**src/rtl/apb_ram_slave_if.sv**
```systemverilog
// rtl/apb_ram_slave_if.sv - APB-style bus bundle between an initiator and apb_ram_slave
interface apb_ram_slave_if;
  logic [7:0]  paddr;
  logic        wr_en;
  logic        psel;
  logic        pen;
  logic [31:0] pwdata;
  logic [31:0] prdata;
  logic        pready;
  logic        pselverr;

  modport master (
    output paddr, wr_en, psel, pen, pwdata,
    input  prdata, pready, pselverr
  );

  modport slave (
    input  paddr, wr_en, psel, pen, pwdata,
    output prdata, pready, pselverr
  );
endinterface

```
**src/rtl/apb_ram_slave.sv**
```systemverilog
// rtl/apb_ram_slave.sv - APB word RAM slave, DEPTH x 32; APB_RAM_WAIT_STATE_EN adds one WAIT cycle before ACCESS
module apb_ram_slave #(
  parameter int DEPTH = 64
) (
  input logic            clk,
  input logic            rst,
  apb_ram_slave_if.slave bus
);
  localparam int         AW    = (DEPTH > 1) ? $clog2(DEPTH) : 1;
  localparam logic [8:0] LIMIT = 9'(DEPTH);

`ifdef APB_RAM_WAIT_STATE_EN
  typedef enum logic [1:0] {IDLE, SETUP, WAIT, ACCESS} state_t;
`else
  typedef enum logic [1:0] {IDLE, SETUP, ACCESS} state_t;
`endif

  state_t        state;
  logic [31:0]   mem [DEPTH];
  logic          in_range;
  logic          req;
  logic          do_write;
  logic [AW-1:0] idx;
  logic [31:0]   rd_word;

  // Full 8-bit compare so out-of-range addresses never alias into the array.
  assign in_range = {1'b0, bus.paddr} < LIMIT;
  assign idx      = bus.paddr[AW-1:0];
  assign req      = bus.psel & bus.pen;
  assign rd_word  = (in_range && !bus.wr_en) ? mem[idx] : 32'h0;
  assign do_write = (state == ACCESS) && req && bus.wr_en && in_range && !rst;

  // Contents survive reset.
  always_ff @(posedge clk) begin
    if (do_write) mem[idx] <= bus.pwdata;
  end

  always_ff @(posedge clk) begin
    if (rst) begin
      state        <= IDLE;
      bus.prdata   <= 32'h0;
      bus.pready   <= 1'b0;
      bus.pselverr <= 1'b0;
    end else begin
      bus.pready   <= 1'b0;
      bus.pselverr <= 1'b0;
      case (state)
        IDLE: begin
          if (bus.psel) state <= SETUP;
        end
        SETUP: begin
          if (!bus.psel) begin
            state <= IDLE;
          end else if (bus.pen) begin
`ifdef APB_RAM_WAIT_STATE_EN
            state <= WAIT;
`else
            state        <= ACCESS;
            bus.pready   <= 1'b1;
            bus.pselverr <= !in_range;
            bus.prdata   <= rd_word;
`endif
          end
        end
`ifdef APB_RAM_WAIT_STATE_EN
        WAIT: begin
          if (req) begin
            state        <= ACCESS;
            bus.pready   <= 1'b1;
            bus.pselverr <= !in_range;
            bus.prdata   <= rd_word;
          end else begin
            state <= IDLE;
          end
        end
`endif
        // Dropping only pen lets the initiator start the next transfer straight from SETUP.
        ACCESS: begin
          state <= (bus.psel && !bus.pen) ? SETUP : IDLE;
        end
        default: begin
          state <= IDLE;
        end
      endcase
    end
  end
endmodule

```
**src/flat_wrapper.sv**
```systemverilog
// flat-port wrapper written by rule: the top's interface ports become plain ports
module apb_ram_slave_flat 
#(
  parameter int DEPTH = 64
)
  (clk, rst, bus_paddr, bus_wr_en, bus_psel, bus_pen, bus_pwdata, bus_prdata, bus_pready, bus_pselverr);
  apb_ram_slave_if bus_i ();
  input logic clk;
  input logic rst;
  input wire logic [$bits(bus_i.paddr)-1:0] bus_paddr;
  input wire logic [$bits(bus_i.wr_en)-1:0] bus_wr_en;
  input wire logic [$bits(bus_i.psel)-1:0] bus_psel;
  input wire logic [$bits(bus_i.pen)-1:0] bus_pen;
  input wire logic [$bits(bus_i.pwdata)-1:0] bus_pwdata;
  output wire logic [$bits(bus_i.prdata)-1:0] bus_prdata;
  output wire logic [$bits(bus_i.pready)-1:0] bus_pready;
  output wire logic [$bits(bus_i.pselverr)-1:0] bus_pselverr;
  assign bus_i.paddr = bus_paddr;
  assign bus_i.wr_en = bus_wr_en;
  assign bus_i.psel = bus_psel;
  assign bus_i.pen = bus_pen;
  assign bus_i.pwdata = bus_pwdata;
  assign bus_prdata = bus_i.prdata;
  assign bus_pready = bus_i.pready;
  assign bus_pselverr = bus_i.pselverr;
  apb_ram_slave #(.DEPTH(DEPTH)) u_core (.clk(clk), .rst(rst), .bus(bus_i));
endmodule
```
**config.mk**
```make
export PLATFORM = sky130hd
export DESIGN_NAME = apb_ram_slave_flat
export DESIGN_NICKNAME = d
export VERILOG_FILES = /design/src/rtl/apb_ram_slave_if.sv /design/src/rtl/apb_ram_slave.sv /design/src/flat_wrapper.sv
export SDC_FILE = /design/constraint.sdc
export NUM_CORES = 2
export LEC_CHECK = 0
export ABC_AREA = 1
export BUFFER_PORTS_ARGS = -buffer_cell sky130_fd_sc_hd__buf_2
export CAP_MARGIN = 40
export CORE_ASPECT_RATIO = 0.6
export CORE_MARGIN = 2
export CORE_UTILIZATION = 60
export DETAILED_ROUTE_END_ITERATION = 7
export PLACE_DENSITY = 0.76
export SETUP_SLACK_MARGIN = 0.5
export SYNTH_ARGS = -nofsm -noshare
export SYNTH_HDL_FRONTEND = slang
export SYNTH_SLANG_ARGS = --single-unit
export TNS_END_PERCENT = 5
```
**constraint.sdc**
```tcl
create_clock -name clk -period 5.9 [get_ports clk]
set_input_delay 1.77 -clock clk [delete_from_list [all_inputs] [get_ports clk]]
set_output_delay 1.77 -clock clk [all_outputs]
set_load 0.005 [all_outputs]
```
Word-level counts from Yosys, hierarchy flattened
Memories as Yosys holds them, arrays and structs flattened.
Cells that the tools add are included.
- magnitude comparators: 1
- muxes and demuxes: 9
- bitwise logic cells: 4
- eq/ne operators: 4
- reduce and logical (&&, ||, !) cells: 15
- operator list (operator ; number):
    $mux 32 ; 1
    $lt 8x7->1 const B ; 1
    $logic_and 1x1->1 ; 6
    $mux 2 ; 3
    $pmux 2 s3 ; 1
    $logic_not 1->1 ; 4
    $mux 1 ; 4
    $reduce_or 4->1 ; 1
    $ne 3x3->1 const B ; 1
    $not 1->1 ; 3
    $reduce_and 3->1 ; 1
    $reduce_or 3->1 ; 1
    $eq 2x1->1 const B ; 1
    $eq 2x2->1 const B ; 1
    $logic_not 2->1 ; 1
    $ne 2x2->1 const B ; 1
    $reduce_and 2->1 ; 1
    $and 1x1->1 ; 1
- memory bits (writable): 2048
- memories: 1
- register bits: 36
- bits of input ports: 45
- logic and storage cells: 38
- memories (memory ; depth ; bits a word ; read ports ; clocked after memory_dff ; wr ports ; line ; source):
    u_core.mem ; 64 ; 32 ; 1 ; 0 ; 1 ; apb_ram_slave.sv:19 ; logic [31:0] mem [DEPTH];

Depth between registers and ports, before layout
- word-level depth: 7
- mapped depth: 16
- gate-level depth less buffers: 13

Worst setup path after synthesis
Ideal clock, no wire load.
- kind: input to register
- from: in rst
- to: mem u_core.mem[0][0], enable pin
- required time: 5.479 ns
- data arrival time: 4.195 ns
- setup time: 0.421 ns
- path slack: 1.283 ns
- cell stages on the path: 4
- cells stage by stage: clkbuf_1 nor4_2 nand3_1 nor2_1
- word-level cells in the longest chain between the ends: 4
- RTL lines (element ; line ; source):
    start: declaration ; flat_wrapper.sv:9 ; input logic rst;
    $logic_not 1->1 ; apb_ram_slave.sv:31 ; assign do_write = (state == ACCESS) && req && bus.wr_en && in_range && !rst;
    $logic_and 1x1->1 ; apb_ram_slave.sv:31 ;
    $mux 1 ; apb_ram_slave.sv:35 ; if (do_write) mem[idx] <= bus.pwdata;
    $mux 1 (not written as such) ; apb_ram_slave.sv:35 ;
    end: declaration ; apb_ram_slave.sv:19 ;
Every way passes these cells.

Worst setup path after layout
- from: in bus_paddr[0]
- to: reg u_core.bus.prdata[3]
- word-level cells in the longest chain between the ends: 3
- RTL lines (element ; line ; source):
    start: declaration ; flat_wrapper.sv:10 ; input wire logic [$bits(bus_i.paddr)-1:0] bus_paddr;
    parallel branches: the longest is 2 deep, another holds $mem_v2 64x32 ; -- ;
    $mux 32 * ; apb_ram_slave.sv:30 ; assign rd_word = (in_range && !bus.wr_en) ? mem[idx] : 32'h0;
    end signal: assignment ; apb_ram_slave.sv:61 ; bus.prdata <= rd_word;
    end: declaration ; apb_ram_slave_if.sv:19 ; output prdata, pready, pselverr
Every way passes the cells marked *.
A chain may end at the register's enable or synchronous reset.

==> impl_metrics.csv <==
group,metric,value,unit
drt,routed_wl,246000,µm
synth,synthSimpleGateAreaFrac,25.8,%
power_and_ir_drop,p_leak,40.0,nW
synth,synth.distinct_cells,24,
drt,vias,60800,
place,gp_congestion,0.935,
power_and_ir_drop,power.switching,0.00676,W
worst_setup_path,worstSetupPathType,"primary input to register",
power_and_ir_drop,p_comb_share,6.2,%
clocking,cts_resized,0,
run,drv_cap,0,
finish,drive_above_1_share,6.64,%
drt,ant_nets,0,
finish,final_cell_area,96000,µm²
drt,drcViolationCount,0,
global_route,gr-usage-all-layers,33.0,%
finish,multi_input_area,23300,µm²
floorplanning,die_w,496,µm
clocking,cts.sinks,2084,
floorplanning,dieArea,148000,µm²
place,dp_hpwl,135000,µm
sta,hold_viol_final,0,
sta,setup_slack,1.82,ns
sta,holdWs,0.467,ns
clocking,cts_buffer_depth,3,
finish,n_fill_cell,10500,
floorplanning,die_height,299,µm
synth,synth_top_family_by_area,"simple AND/OR/NAND/NOR gates",
synth,synthAdderAreaFrac,0.0115,%
floorplanning,num_rows,108,
global_route,antenna_found_initial,16,
synth,synthMuxAreaShare,0,%
place,place_ws,1.18,ns
sta,setup-tns-final,0,ns
synth,synth_nets,8601,
floorplanning,ioPinCount,79,
worst_setup_path,critPathLaunchType,"primary input",
clocking,tritoncts,"done",
sta,fin_crit,4.08,ns
min_path,hp-class,"register to register",
synth,syn_inst,8556,
worst_setup_path,crit_arrival,4.75,ns
power_and_ir_drop,pwr-share-clk,39.0,%
global_route,grt_pass1_vias,57800,
worst_setup_path,required,6.56,ns
place,place_area,90400,µm²
sta,finalCritPeriodShare,69.2,%
clocking,ctsHoldBuffers,0,
synth,synth_xor_area_share,0,%
drt,drt_iter0_markers,9600,
clocking,clk_latency,0.81,ns
global_route,overflow,0,
power_and_ir_drop,swShare,22.8,%
clocking,clockRootBuffer,"clkbuf_16",
sta,rsz0062_at_grt,"no",
finish,final_cells,10600,
synth,ys_ff_latch,2084,
sta,drv_slew,0,
sta,setup_violations,0,
power_and_ir_drop,seq_power_share,54.8,%
sta,skew,0.0290,ns
power_and_ir_drop,powerDensity,309,nW/µm²
finish,seqCellArea,62200,µm²
finish,layout.nets,8606,
drt,viasPerCell,5.72,
synth,syn_avg_cell_area,10.2,µm²
sta,worstMarginPinSlew,1.03,ns
synth,yosys_warnings,0,
worst_setup_path,cp_max_fo,80,
place,port-buffer-count,78,
worst_setup_path,endpoint_kind,"register",
drt,wl_per_cell,23.1,µm
sta,max_freq,245,MHz
synth,syn_area,87200,µm²
sta,slew_headroom,31.2,%
finish,synthToLayoutAreaGrowth,10.1,%
run_status,outcome,"finished, final reports clean",
clocking,post_cts_buffers,0,
floorplanning,core,144000,µm²
clocking,numCtsBuffers,178,
clocking,cts_max_level,4,
power_and_ir_drop,peakVddDrop,0.229,mV
floorplanning,start_util,60.3,%
place,dp.cells,10300,
power_and_ir_drop,p_int,0.0229,W
drt,drtPass1Iterations,7,
clocking,path_clk_slew,0.07,ns
synth,ys_seq_area_share,71.4,%
synth,synth_compound_area_share,0.281,%
global_route,grt_pass1_wl,361000,µm
global_route,grt_max_degree,165,
==> cell families after synthesis <==
logic type                 after synthesis
buffers and inverters                  460
and+or+nand+nor                       5965
adders and majority gates                1
AOI/OAI and AO/OA                       46
DFF                                   2084
==> critical path, cell delays in order <==
cell,delay [ns]
buf_8,0.44
inv_8,0.38
buf_12,0.36
nand2_1,0.10
nand2_1,0.07
nand2_1,0.07
nand2_1,0.06
nand2_1,0.06
nand2_1,0.07
nand2_1,0.06
nand2_1,0.38
nor2_1,0.49
nand2_1,0.10
nand2_1,0.08
a21oi_1,0.06
==> per-layer routing <==
layer  vias up  share of wire, %  GRT usage, %
met1     28800                39          48.2
met2      3952                43          47.2
met3       460                15          10.2
met4         6               3.5          11.8
li1      27600                 -             -
met5         -             0.014             0
==> cell type report <==
| class | count | share of cell area [%] |
|---|---|---|
| Multi-Input combinational cell | 6012 | 24.2 |
| Inverter | 30 | 0.150 |
| Tap cell | 1925 | 2.51 |
| Antenna cell | 6 | 0.0156 |
| Sequential cell | 2084 | 64.8 |
| Clock inverter | 88 | 0.821 |
| Timing Repair Buffer | 255 | 2.43 |
| Clock buffer | 239 | 5.02 |
==> Yosys cell counts <==
master	instances	area [µm²]
nor3b_1	1	7.51
buf_1	32	120
inv_2	2	7.51
maj3_1	1	10.0
buf_4	36	270
o211ai_1	6	45.0
clkbuf_1	97	364
nand4_1	2	12.5
nor4_2	1	12.5
nor2_1	142	533
a21oi_1	32	160
inv_1	27	101
or2_2	5	31.3
o21ai_1	5	25.0
dfxtp_1	36	721
nand3_1	14	70.1
clkinv_2	1	5.00
nand2_1	5790	21700
nor3_1	3	15.0
nor3_2	7	70.1
buf_2	264	1320
o21ai_0	3	15.0
edfxtp_1	2048	61500
buf_6	1	11.3
==> stage by stage <==
stage / power [W] / utilization (%)
finish: 0.0296 / 66.5
global route: 0.0304 / 66.4
floorplan: 0.0176 / -
global placement: 0.0183 / 62.4
detailed placement: 0.0183 / 62.6
CTS: 0.0296 / 66.4
==> placed cells by master (no fill, tap or decap), types with 11 or more instances in the layout <==
| master | netlist | layout |
|---|---|---|
| a21oi_1 | 32 | 32 |
| buf_12 | 0 | 45 |
| buf_2 | 264 | 75 |
| buf_4 | 36 | 131 |
| bufinv_16 | 0 | 11 |
| clkbuf_1 | 97 | 51 |
| clkbuf_16 | 0 | 181 |
| clkinv_1 | 0 | 35 |
| clkinv_2 | 1 | 24 |
| dfxtp_1 | 36 | 36 |
| edfxtp_1 | 2048 | 2048 |
| inv_1 | 27 | 27 |
| nand2_1 | 5790 | 5790 |
| nand3_1 | 14 | 14 |
| nor2_1 | 142 | 78 |
| nor2_4 | 0 | 64 |
==> state kept, by name, summed over array words and instances, names as in the netlist <==
signal,flops
u_core.bus.pready,1
u_core.bus.pselverr,1
u_core.state,2
u_core.mem,2048
u_core.bus.prdata,32
==> path summary, 6_finish.rpt <==
path | startpoint | to | slack, ns | depth (start not counted)
max | bus_paddr[0] | u_core.bus.prdata[3] | 1.82 | 15
min | u_core.bus.prdata[18] | u_core.bus.prdata[18] | 0.47 | 2
max reg2reg | u_core.state[1] | u_core.mem[26][21] | 3.25 | 7
min reg2reg | u_core.bus.prdata[18] | u_core.bus.prdata[18] | 0.47 | 2
==> power groups by stage <==
stage | clock network (W) | registers [W] | logic (W)
2_1_floorplan | 0 | 0.0166 | 0.000990
3_3_place_gp | 0 | 0.0166 | 0.00173
3_5_place_dp | 0 | 0.0166 | 0.00178
4_1_cts | 0.0116 | 0.0162 | 0.00180
5_1_grt | 0.0121 | 0.0162 | 0.00200
6_report | 0.0116 | 0.0162 | 0.00185
(Power assumes the default switching activity.)
